**config.mk**
```make
export PLATFORM = sky130hd
export DESIGN_NAME = pm_loader
export DESIGN_NICKNAME = d
export VERILOG_FILES = /design/src/rtl/pm_loader_pkg.sv /design/src/rtl/pm_byte_packer.sv /design/src/rtl/pm_loader.sv
export SDC_FILE = /design/constraint.sdc
export NUM_CORES = 1
export LEC_CHECK = 0
export ABC_CLOCK_PERIOD_IN_PS = 2400
export CAP_MARGIN = 40
export CORE_AREA = 8 8 86 73
export DETAILED_ROUTE_END_ITERATION = 8
export DIE_AREA = 0 0 94 81
export PLACE_DENSITY_LB_ADDON = 0.08
export SLEW_MARGIN = 20
export SYNTH_ARGS = -nofsm -noshare
export SYNTH_HDL_FRONTEND = slang
export SYNTH_SLANG_ARGS = --single-unit
```
**constraint.sdc**
```tcl
create_clock -name clk -period 2.4 [get_ports clk]
set_input_delay 0.36 -clock clk [delete_from_list [all_inputs] [get_ports clk]]
set_output_delay 0.36 -clock clk [all_outputs]
set_load 0.01 [all_outputs]
```
**src/rtl/pm_loader_pkg.sv**
```systemverilog
// Shared definitions for the picoMIPS program-memory loader: default sizes,
// FSM state codes and the opcode-legality check shared with the decoder.
`ifndef PM_OPCODE_LIST
`define PM_OPCODE_LIST 6'h00, 6'h01, 6'h02, 6'h03, 6'h04, 6'h05, 6'h06, 6'h07, 6'h08, 6'h09, 6'h0A, 6'h0B
`endif

package pm_loader_pkg;
    localparam int PSIZE = 6;
    localparam int ISIZE = 24;

    localparam logic [2:0] S_IDLE  = 3'd0;
    localparam logic [2:0] S_COUNT = 3'd1;
    localparam logic [2:0] S_DATA  = 3'd2;
    localparam logic [2:0] S_WRITE = 3'd3;
    localparam logic [2:0] S_CHECK = 3'd4;
    localparam logic [2:0] S_DONE  = 3'd5;
    localparam logic [2:0] S_ERR   = 3'd6;

    // 6'h3F is reserved and must never appear in the list.
    function automatic logic is_legal_opcode(input logic [5:0] op);
        return op inside {`PM_OPCODE_LIST};
    endfunction
endpackage

```
**src/rtl/pm_byte_packer.sv**
```systemverilog
// MSB-first byte-to-word packer; word_full_o flags the byte completing a word.
module pm_byte_packer
    import pm_loader_pkg::*;
#(
    parameter int Isize = ISIZE
) (
    input  logic             clk,
    input  logic             reset,
    input  logic             load_i,
    input  logic [7:0]       byte_i,
    output logic [Isize-1:0] word_o,
    output logic             word_full_o
);
    localparam int B  = Isize / 8;
    localparam int CW = (B > 1) ? $clog2(B) : 1;

    logic [Isize-1:0] sr_q, sr_d;
    logic [CW-1:0]    cnt_q, cnt_d;

    assign word_full_o = load_i && (cnt_q == CW'(B - 1));
    assign word_o      = sr_q;

    always_comb begin
        sr_d  = sr_q;
        cnt_d = cnt_q;
        if (load_i) begin
            sr_d  = (sr_q << 8) | Isize'(byte_i);
            cnt_d = word_full_o ? '0 : cnt_q + 1'b1;
        end
    end

    always_ff @(posedge clk or posedge reset) begin
        if (reset) begin
            sr_q  <= '0;
            cnt_q <= '0;
        end else begin
            sr_q  <= sr_d;
            cnt_q <= cnt_d;
        end
    end
endmodule

```
**src/rtl/pm_loader.sv**
```systemverilog
// picoMIPS program-memory loader: count byte, N packed words, optional XOR
// checksum byte (enabled by defining PMLOAD_CHECKSUM_EN).
module pm_loader
    import pm_loader_pkg::*;
#(
    parameter int Psize = PSIZE,
    parameter int Isize = ISIZE
) (
    input  logic             clk,
    input  logic             reset,
    input  logic             start,
    input  logic [7:0]       rx_data,
    input  logic             rx_valid,
    output logic             rx_ready,
    output logic             pm_we,
    output logic [Psize-1:0] pm_addr,
    output logic [Isize-1:0] pm_wdata,
    output logic             cpu_hold,
    output logic             busy,
    output logic             done,
    output logic             err,
    output logic             bad_op
);
    logic [2:0]       state_q, state_d;
    logic             rx_ready_q, rx_ready_d;
    logic [Psize-1:0] addr_q, addr_d;
    logic [7:0]       wcnt_q, wcnt_d;
    logic             bad_op_q, bad_op_d;
    logic             acc, data_acc, word_full;
`ifdef PMLOAD_CHECKSUM_EN
    logic [7:0]       chk_q, chk_d;
`endif

    assign acc      = rx_valid && rx_ready_q;
    assign data_acc = acc && (state_q == S_DATA);

    pm_byte_packer #(.Isize(Isize)) u_packer (
        .clk         (clk),
        .reset       (reset),
        .load_i      (data_acc),
        .byte_i      (rx_data),
        .word_o      (pm_wdata),
        .word_full_o (word_full)
    );

    always_comb begin
        state_d  = state_q;
        addr_d   = addr_q;
        wcnt_d   = wcnt_q;
        bad_op_d = bad_op_q;
`ifdef PMLOAD_CHECKSUM_EN
        chk_d    = data_acc ? (chk_q ^ rx_data) : chk_q;
`endif
        case (state_q)
            S_IDLE, S_DONE, S_ERR: if (start) begin
                state_d  = S_COUNT;
                bad_op_d = 1'b0;
            end
            S_COUNT: if (acc) begin
                if (rx_data == 8'd0 || 32'(rx_data) > (32'd1 << Psize)) begin
                    state_d = S_ERR;
                end else begin
                    state_d = S_DATA;
                    wcnt_d  = rx_data;
                    addr_d  = '0;
`ifdef PMLOAD_CHECKSUM_EN
                    chk_d   = 8'd0;
`endif
                end
            end
            S_DATA: if (word_full) state_d = S_WRITE;
            S_WRITE: begin
                addr_d = addr_q + 1'b1;
                wcnt_d = wcnt_q - 8'd1;
                if (!is_legal_opcode(pm_wdata[Isize-1:Isize-6])) bad_op_d = 1'b1;
`ifdef PMLOAD_CHECKSUM_EN
                state_d = (wcnt_q == 8'd1) ? S_CHECK : S_DATA;
`else
                state_d = (wcnt_q == 8'd1) ? S_DONE : S_DATA;
`endif
            end
`ifdef PMLOAD_CHECKSUM_EN
            S_CHECK: if (acc) state_d = (rx_data == chk_q) ? S_DONE : S_ERR;
`endif
            default: state_d = S_IDLE;
        endcase
        rx_ready_d = (state_d == S_COUNT) || (state_d == S_DATA) || (state_d == S_CHECK);
    end

    always_ff @(posedge clk or posedge reset) begin
        if (reset) begin
            state_q    <= S_IDLE;
            rx_ready_q <= 1'b0;
            addr_q     <= '0;
            wcnt_q     <= '0;
            bad_op_q   <= 1'b0;
`ifdef PMLOAD_CHECKSUM_EN
            chk_q      <= '0;
`endif
        end else begin
            state_q    <= state_d;
            rx_ready_q <= rx_ready_d;
            addr_q     <= addr_d;
            wcnt_q     <= wcnt_d;
            bad_op_q   <= bad_op_d;
`ifdef PMLOAD_CHECKSUM_EN
            chk_q      <= chk_d;
`endif
        end
    end

    assign rx_ready = rx_ready_q;
    assign pm_we    = (state_q == S_WRITE);
    assign pm_addr  = addr_q;
    assign busy     = (state_q == S_COUNT) || (state_q == S_DATA) ||
                      (state_q == S_WRITE) || (state_q == S_CHECK);
    assign done     = (state_q == S_DONE);
    assign err      = (state_q == S_ERR);
    assign cpu_hold = (state_q != S_DONE);
    assign bad_op   = bad_op_q;
endmodule

```
# Word-level counts from Yosys, hierarchy flattened
# Cells that the tools add are included.
op_classes:
  n_eq_ne: 27
  bitwise: 1
  order_cmp: 1
  addsub: 3
  n_reduce_logical: 18
  n_mux: 16
op_table:
  columns: ["operator", "count"]
  rows:
  - ["6-bit by 3-bit == test with 1-bit output, second input constant", 4]
  - ["6-bit by 4-bit == test with 1-bit output, second input constant", 4]
  - ["24-bit by 8-bit bitwise OR with 24-bit output", 1]
  - ["8-bit 2-to-1 mux", 2]
  - ["8-bit case mux with 2 select lines", 1]
  - ["3-bit 2-to-1 mux", 5]
  - ["3-bit == test, second input constant", 4]
  - ["6-bit by 2-bit == test with 1-bit output, second input constant", 2]
  - ["6-bit 2-to-1 mux", 2]
  - ["3-bit case mux with 4 select lines", 1]
  - ["6-bit case mux with 2 select lines", 1]
  - ["12-bit nonzero test", 1]
  - ["3-bit by 2-bit == test with 1-bit output, second input constant", 3]
  - ["8-bit by 1-bit == test with 1-bit output, second input constant", 1]
  - ["8-bit by 7-bit greater-than comparator with 1-bit output, second input constant", 1]
  - ["8-bit zero test", 1]
  - ["2-bit != test, second input constant", 4]
  - ["8-bit by 1-bit subtractor with 8-bit output, second input constant", 1]
  - ["6-bit by 1-bit adder with 6-bit output, second input constant", 1]
  - ["3-bit by 1-bit == test with 1-bit output, second input constant", 2]
  - ["6-bit by 1-bit == test with 1-bit output, second input constant", 1]
  - ["6-bit zero test", 1]
  - ["1-bit logical OR", 6]
  - ["3-bit AND reduction", 2]
  - ["10 further kinds", 14]
word_totals:
  word_cells: 73
  regBits: 45
  output_inout_bits: 37
  inputBits: 12

# Longest topological paths before layout
# Gate-level depths: netlist of run 1.
logic_depth:
  ltp_word: 8
  depth_mapped: 7
  ltp_nobuf: 6

# Cells and area by module
# A second synthesis of run 1 with hierarchy kept.
unflattened:
  hier_cells: 199
  area_unflattened_um2: 2287.2
modules_own_cells:
  columns: ["module", "seq_area_each_um2", "n_inst", "cells_per_inst", "area_each_um2"]
  rows:
  - ["pm_loader", 475.5, 1, 140, 1218.7]
  - ["pm_byte_packer", 650.6, 1, 59, 1068.5]

# Worst setup path after synthesis of run 1
# No wires, ideal clock.
synth_path:
  path_type: "input to register"
  start: "in rx_data[0]"
  end: "reg wcnt_q[2]"
  required_ns: 2.277
  setup_time_ns: 0.123
  path_slack_ns: 0.372
  path_stages: 5
  arrival_ns: 1.905
  n_path_buf: 1
  cell_sequence: "or4_4 > o31a_1 > or3_1 > buf_6 > o221a_1"
synth_between:
  elab_chain_len: 4
  word_cells_on_any_way: 5
  cone_classes: "order compare: 1; eq/ne: 1; reduce/logical: 3"
synth_lines:
  columns: ["element", "line", "text"]
  rows:
  - ["from (decl)", "pm_loader.sv:12", "input logic [7:0] rx_data,"]
  - ["8-bit by 7-bit greater-than comparator with 1-bit output or 8-bit zero test (tied branches)", "pm_loader.sv:60", "if (rx_data == 8'd0 || 32'(rx_data) > (32'd1 << Psize)) begin"]
  - ["1-bit logical OR *", "pm_loader.sv:60", null]
  - ["2-bit != test (no line) *", null, null]
  - ["3-bit AND reduction (no line) *", null, null]
  - ["to (signal assigned)", "pm_loader.sv:104", "wcnt_q <= wcnt_d;"]
  - ["to (decl)", "pm_loader.sv:27", "logic [7:0] wcnt_q, wcnt_d;"]
# Every way passes the cells marked *; elsewhere a longest branch is shown, timed or not.
# A chain may end at the register's enable or synchronous reset.

# Worst setup path in the final report of run 1
layout_path:
  start: "reg state_q[1]"
  end: "out err"
layout_between:
  elab_chain_len: 1
layout_lines:
  columns: ["element", "line", "text"]
  rows:
  - ["from (decl)", "pm_loader.sv:24", "logic [2:0] state_q, state_d;"]
  - ["from (signal assigned)", "pm_loader.sv:101", "state_q <= state_d;"]
  - ["3-bit == test", "pm_loader.sv:118", "assign err = (state_q == S_ERR);"]
  - ["to (decl)", "pm_loader.sv:21", "output logic err,"]
# No other way between the ends.

==> impl_metrics.toml, run 1 <==
[placed_design]
gp_congestion = 0.833
dpl_worst_slack_ns = -0.133
io_buffers = 48
hpwl_um = 3610
placed_area_um2 = 2730
place_inst = 299

[outcome]
run_status = "finished clean"

[drt]
postRouteAntennaNets = 0
post_drt_wl_per_cell_um = 15.5
wirelength_um = 4760
via_count = 1627
drc_errors = 0
first_pass_iters = 4
drt_iter0_drc = 57
via_per_inst = 5.30

[critical_path]
reg2reg_to = "rx_ready$_DFF_PP0_"
critPathLaunchType = "flip-flop"
crit_end = "err"
cp-end-kind = "output pin"
critPathSlowestCell = "clkdlybuf4s50_1"
path_buf_inv = 1
path_class = "reg -> out"
worstSetupStartpoint = "state_q[1]$_DFF_PP0_"
crit-reg2reg-launch = "wcnt_q[2]$_DFFE_PP0P_"
reg2reg_depth = 4
path_cells = "nor2b_1 > and2_1 > clkdlybuf4s50_1"
arrival_ns = 1.87
crit_family = "simple AND/OR/NAND/NOR gates"
rrSetupSlack_ns = 0.53
worstSetupPathDepth = 3
cp_max_fo = 9
critPathMaxStageDelay_ns = 0.53
worst_ep_required_time_ns = 2.04

[cts]
clock_sinks = 45
cts_hold_buffers = 0
path_clk_slew_ns = 0.09
ctsResizeCount = 0
cts_tree = "built"
postCtsSetupRepairBufs = 0
numCtsBuffers = 5
cts_root_buf = "clkbuf_8"
h-tree-depth = 2
cts_buffer_depth = 2
clk_latency_ns = 0.30

[floorplanning]
rows = 23
die_area_um2 = 7610
start_util_pct = 43.6
ios = 49
core_area_um2 = 4830
die-width_um = 94
die_h_um = 81

[grt]
grt.overflow.total = 0
grt_pass1_wl_um = 7820
grt_pass1_vias = 1561
grt_max_degree = 46
grt_usage_pct = 13.0
grt_antenna_before_repair = 0

[finish]
register_area_um2 = 1130
final_cell_mix = "clkdlybuf4s50_1, dfrtp_1, mux2_2"
fin_cells = 307
post-route-util_pct = 58.8
fillCellCount = 410
final_common_cell = "clkdlybuf4s50_1"
area_growth_pct = 34.9
final_layout_size_suffix_gt1_share_pct = 21.2
multiInputGateArea_um2 = 906
fin_area_um2 = 2840
nets = 260
n_antenna_cell = 0

[sta]
finalHoldViolations = 0
whs_ns = 0.507
rsz0062_at_grt = "false"
tns_ns = 0
slew_headroom_pct = 60.1
finClkSkew_ns = 0.00554
setup_violations = 0
maxSlewViolCount = 0
fmax_mhz = 449
finalCritPeriodShare_pct = 92.7
fin_crit_ns = 2.23
worstMarginPinSlew_ns = 0.593
fin_ws_ns = 0.175

[synthesis]
synth_fp_nets = 200
synth.avg_cell_area_um2 = 11.5
yosysWarnings = 0
synth_edf_count = 0
synthesis.area_um2 = 2110
synth_cell_type_count = 43
yosysSeqAreaShare_pct = 53.4
synthFlopType = "dfrtp_1"
ys_ff_latch = 45
async_reset_ff_share_pct = 100
synth_cells = 184

[pwr]
power_mw = 3.33
leakage_nw = 1.17
irDropWorstVdd_mv = 0.644
power.density_nw_per_um2 = 1170

[min_path]
hold_path.class = "in -> async"

[flow_run]
cap_violations = 0
## registers in the layout, summed over array words and instances (netlist names)
signal and cells:
rx_ready 1, state_q 3, pm_addr 6, u_packer.cnt_q 2
wcnt_q 8, bad_op 1, u_packer.word_o 24
## synthesized netlist by cell type, types with 4 or more instances
library cell,n,area [µm²]
nor3_1,5,25.0
nor2_1,11,41.3
o211ai_1,5,37.5
ha_1,4,50.1
dfrtp_1,45,1130
mux2_2,25,282
nand3_1,8,40.0
inv_1,9,33.8
xor2_1,4,35.0
o21ai_0,8,40.0
nand2_1,13,48.8
## power breakdown
group / internal, mW / switching (mW)
combinational: 0.832 / 0.554
clock: 0.312 / 0.262
sequential: 1.09 / 0.278
## kinds of logic (layout without fill, tap and decap cells)
group           after synthesis  after routing  synth area share, %
simple gates                 62             62                 16.0
flops                        45             45                 53.4
compound gates               27             27                 9.15
mux                          26             26                 13.8
buf+inv                      16             77                 3.56
fa+ha+maj                     4              4                 2.38
xor+xnor                      4              4                 1.66
## per-layer routing
layer	track usage, %	part of all wire, %
met5	0	0
met3	3.96	6.2
met2	20.4	50
met4	4.58	0.80
met1	16.6	43
## final cells by class
type	instances	area share [%]
Sequential cell	45	39.6
Multi-Input combinational cell	123	31.9
Timing Repair Buffer	60	20.5
Tap cell	62	2.73
Clock buffer	5	2.42
Clock inverter	3	1.63
Inverter	9	1.19
## how the worst min path moves through the flow
stage / depth (start not counted) / to / slack, ns
after global routing: 1 / wcnt_q[7]$_DFFE_PP0P_ / 0.53
after global placement: 2 / bad_op$_DFFE_PP0P_ / 0.47
after detailed placement: 1 / wcnt_q[7]$_DFFE_PP0P_ / 0.50
after CTS: 1 / wcnt_q[7]$_DFFE_PP0P_ / 0.51
after floorplan: 1 / wcnt_q[7]$_DFFE_PP0P_ / 0.46
final: 3 / u_packer.word_o[13]$_DFFE_PP0P_ / 0.51
## worst min-delay path: cells and delay by family
kind	cells	cell delay, ns
buffers and inverters	3	0.89
Power figures use the tool's default switching activity.
==> inputs of run 2 (changes only) <==
- SETUP_SLACK_MARGIN: default -> 0.05
==> impl_metrics.toml, run 2 (synthesized netlist as in run 1, its figures left out) <==
[grt]
grt_antenna_before_repair = 0
grt_pass1_vias = 1561
grt_usage_pct = 13.0
grt_max_degree = 46
grt.overflow.total = 0
grt_pass1_wl_um = 7820

[cts]
cts_buffer_depth = 2
h-tree-depth = 2
path_clk_slew_ns = 0.08
clk_latency_ns = 0.30
clock_sinks = 45
cts_tree = "built"
numCtsBuffers = 5
cts_hold_buffers = 0
postCtsSetupRepairBufs = 0
cts_root_buf = "clkbuf_8"
ctsResizeCount = 0

[sta]
fmax_mhz = 450
fin_ws_ns = 0.178
maxSlewViolCount = 0
finalCritPeriodShare_pct = 92.6
finalHoldViolations = 0
slew_headroom_pct = 60.1
rsz0062_at_grt = "false"
setup_violations = 0
finClkSkew_ns = 0.00578
worstMarginPinSlew_ns = 0.593
fin_crit_ns = 2.22

[critical_path]
path_class = "in -> reg"
crit_family = "simple AND/OR/NAND/NOR gates"
cp_max_fo = 8
path_cells = "clkdlybuf4s50_1 > or4_4 > o31a_1 > or3_1 > o221a_1"
path_buf_inv = 1
arrival_ns = 2.41
worst_ep_required_time_ns = 2.58
cp-end-kind = "flip-flop"
critPathSlowestCell = "or4_4"
critPathLaunchType = "input port"
critPathMaxStageDelay_ns = 0.55

[drt]
drt_iter0_drc = 63
wirelength_um = 4770
first_pass_iters = 4
via_count = 1628
via_per_inst = 5.30
postRouteAntennaNets = 0
drc_errors = 0
post_drt_wl_per_cell_um = 15.5

[placed_design]
dpl_worst_slack_ns = -0.133
hpwl_um = 3610
io_buffers = 48
gp_congestion = 0.833

[finish]
nets = 260
final_cell_mix = "clkdlybuf4s50_1, dfrtp_1, mux2_2"
area_growth_pct = 35.0
final_common_cell = "clkdlybuf4s50_1"
largest_register_ffs = 24
post-route-util_pct = 58.8
n_antenna_cell = 0
final_layout_size_suffix_gt1_share_pct = 21.6

[floorplanning]
start_util_pct = 43.6
core_area_um2 = 4830
die_h_um = 81
die-width_um = 94
die_area_um2 = 7610
ios = 49
rows = 23

[pwr]
power.density_nw_per_um2 = 1170
leakage_nw = 1.17
power_mw = 3.33
irDropWorstVdd_mv = 0.643

[min_path]
hold_path.class = "in -> async"

[flow_run]
cap_violations = 0

[outcome]
run_status = "finished clean"
## run 2: changes by cell type in the layout (fill, tap and decap cells not counted)
| cell | change |
|---|---|
| nor2b_1 | -1 |
| nor2b_2 | +1 |
## run 2: power breakdown
group,internal [mW],total [mW],switching (mW)
clock network,0.311,0.571,0.259
logic,0.833,1.39,0.556
registers,1.09,1.37,0.279
## run 2: final cells by class
cell class	instances	area, µm²
fillers	411	1990
flip-flops and latches	45	1130
multi-input cells	123	908
repair buffers	60	583
well taps	62	77.6
clock buffers	5	68.8
clock inverters	3	46.3
inverters	9	33.8
## run 2: path summary, 6_finish.rpt
kind / start / to / cells after the start / slack (ns)
setup reg to reg: wcnt_q[2]$_DFFE_PP0P_ / rx_ready$_DFF_PP0_ / 4 / 0.53
min in group clk: wcnt_q[7]$_DFFE_PP0P_ / wcnt_q[7]$_DFFE_PP0P_ / 1 / 0.52
max in group asynchronous: reset / wcnt_q[2]$_DFFE_PP0P_ / 3 / 1.52
setup / recovery: rx_data[1] / wcnt_q[2]$_DFFE_PP0P_ / 5 / 0.18
hold reg to reg: wcnt_q[7]$_DFFE_PP0P_ / wcnt_q[7]$_DFFE_PP0P_ / 1 / 0.52
hold / removal: reset / u_packer.word_o[13]$_DFFE_PP0P_ / 3 / 0.51
## run 2: metal layers
layer	part of all wire, %	GRT usage, %	vias to the layer above
met5	0	0	-
met4	0.80	4.58	0
met3	5.8	3.96	5
met2	50	20.4	35
met1	43	16.6	803
li1	-	-	785
## run 2: worst reg2reg max path, delay by kind of cell (launching register included)
kind	cells	cell delay [ns]
DFF	1	0.44
and+or+nand+nor	2	0.77
AOI/OAI and AO/OA	2	0.54
## run 2: stage by stage
| step | cells | instance area, µm² | TNS [ns] | hold slack (ns) |
|---|---|---|---|---|
| floorplan | 184 | 2110 | 0 | 0.458 |
| global route | 307 | 2840 | 0 | 0.531 |
| detailed placement | 299 | 2730 | -0.686 | 0.500 |
| CTS | 307 | 2840 | 0 | 0.509 |
| global placement | 299 | 2730 | -0.414 | 0.469 |
| finish | 307 | 2840 | 0 | 0.508 |
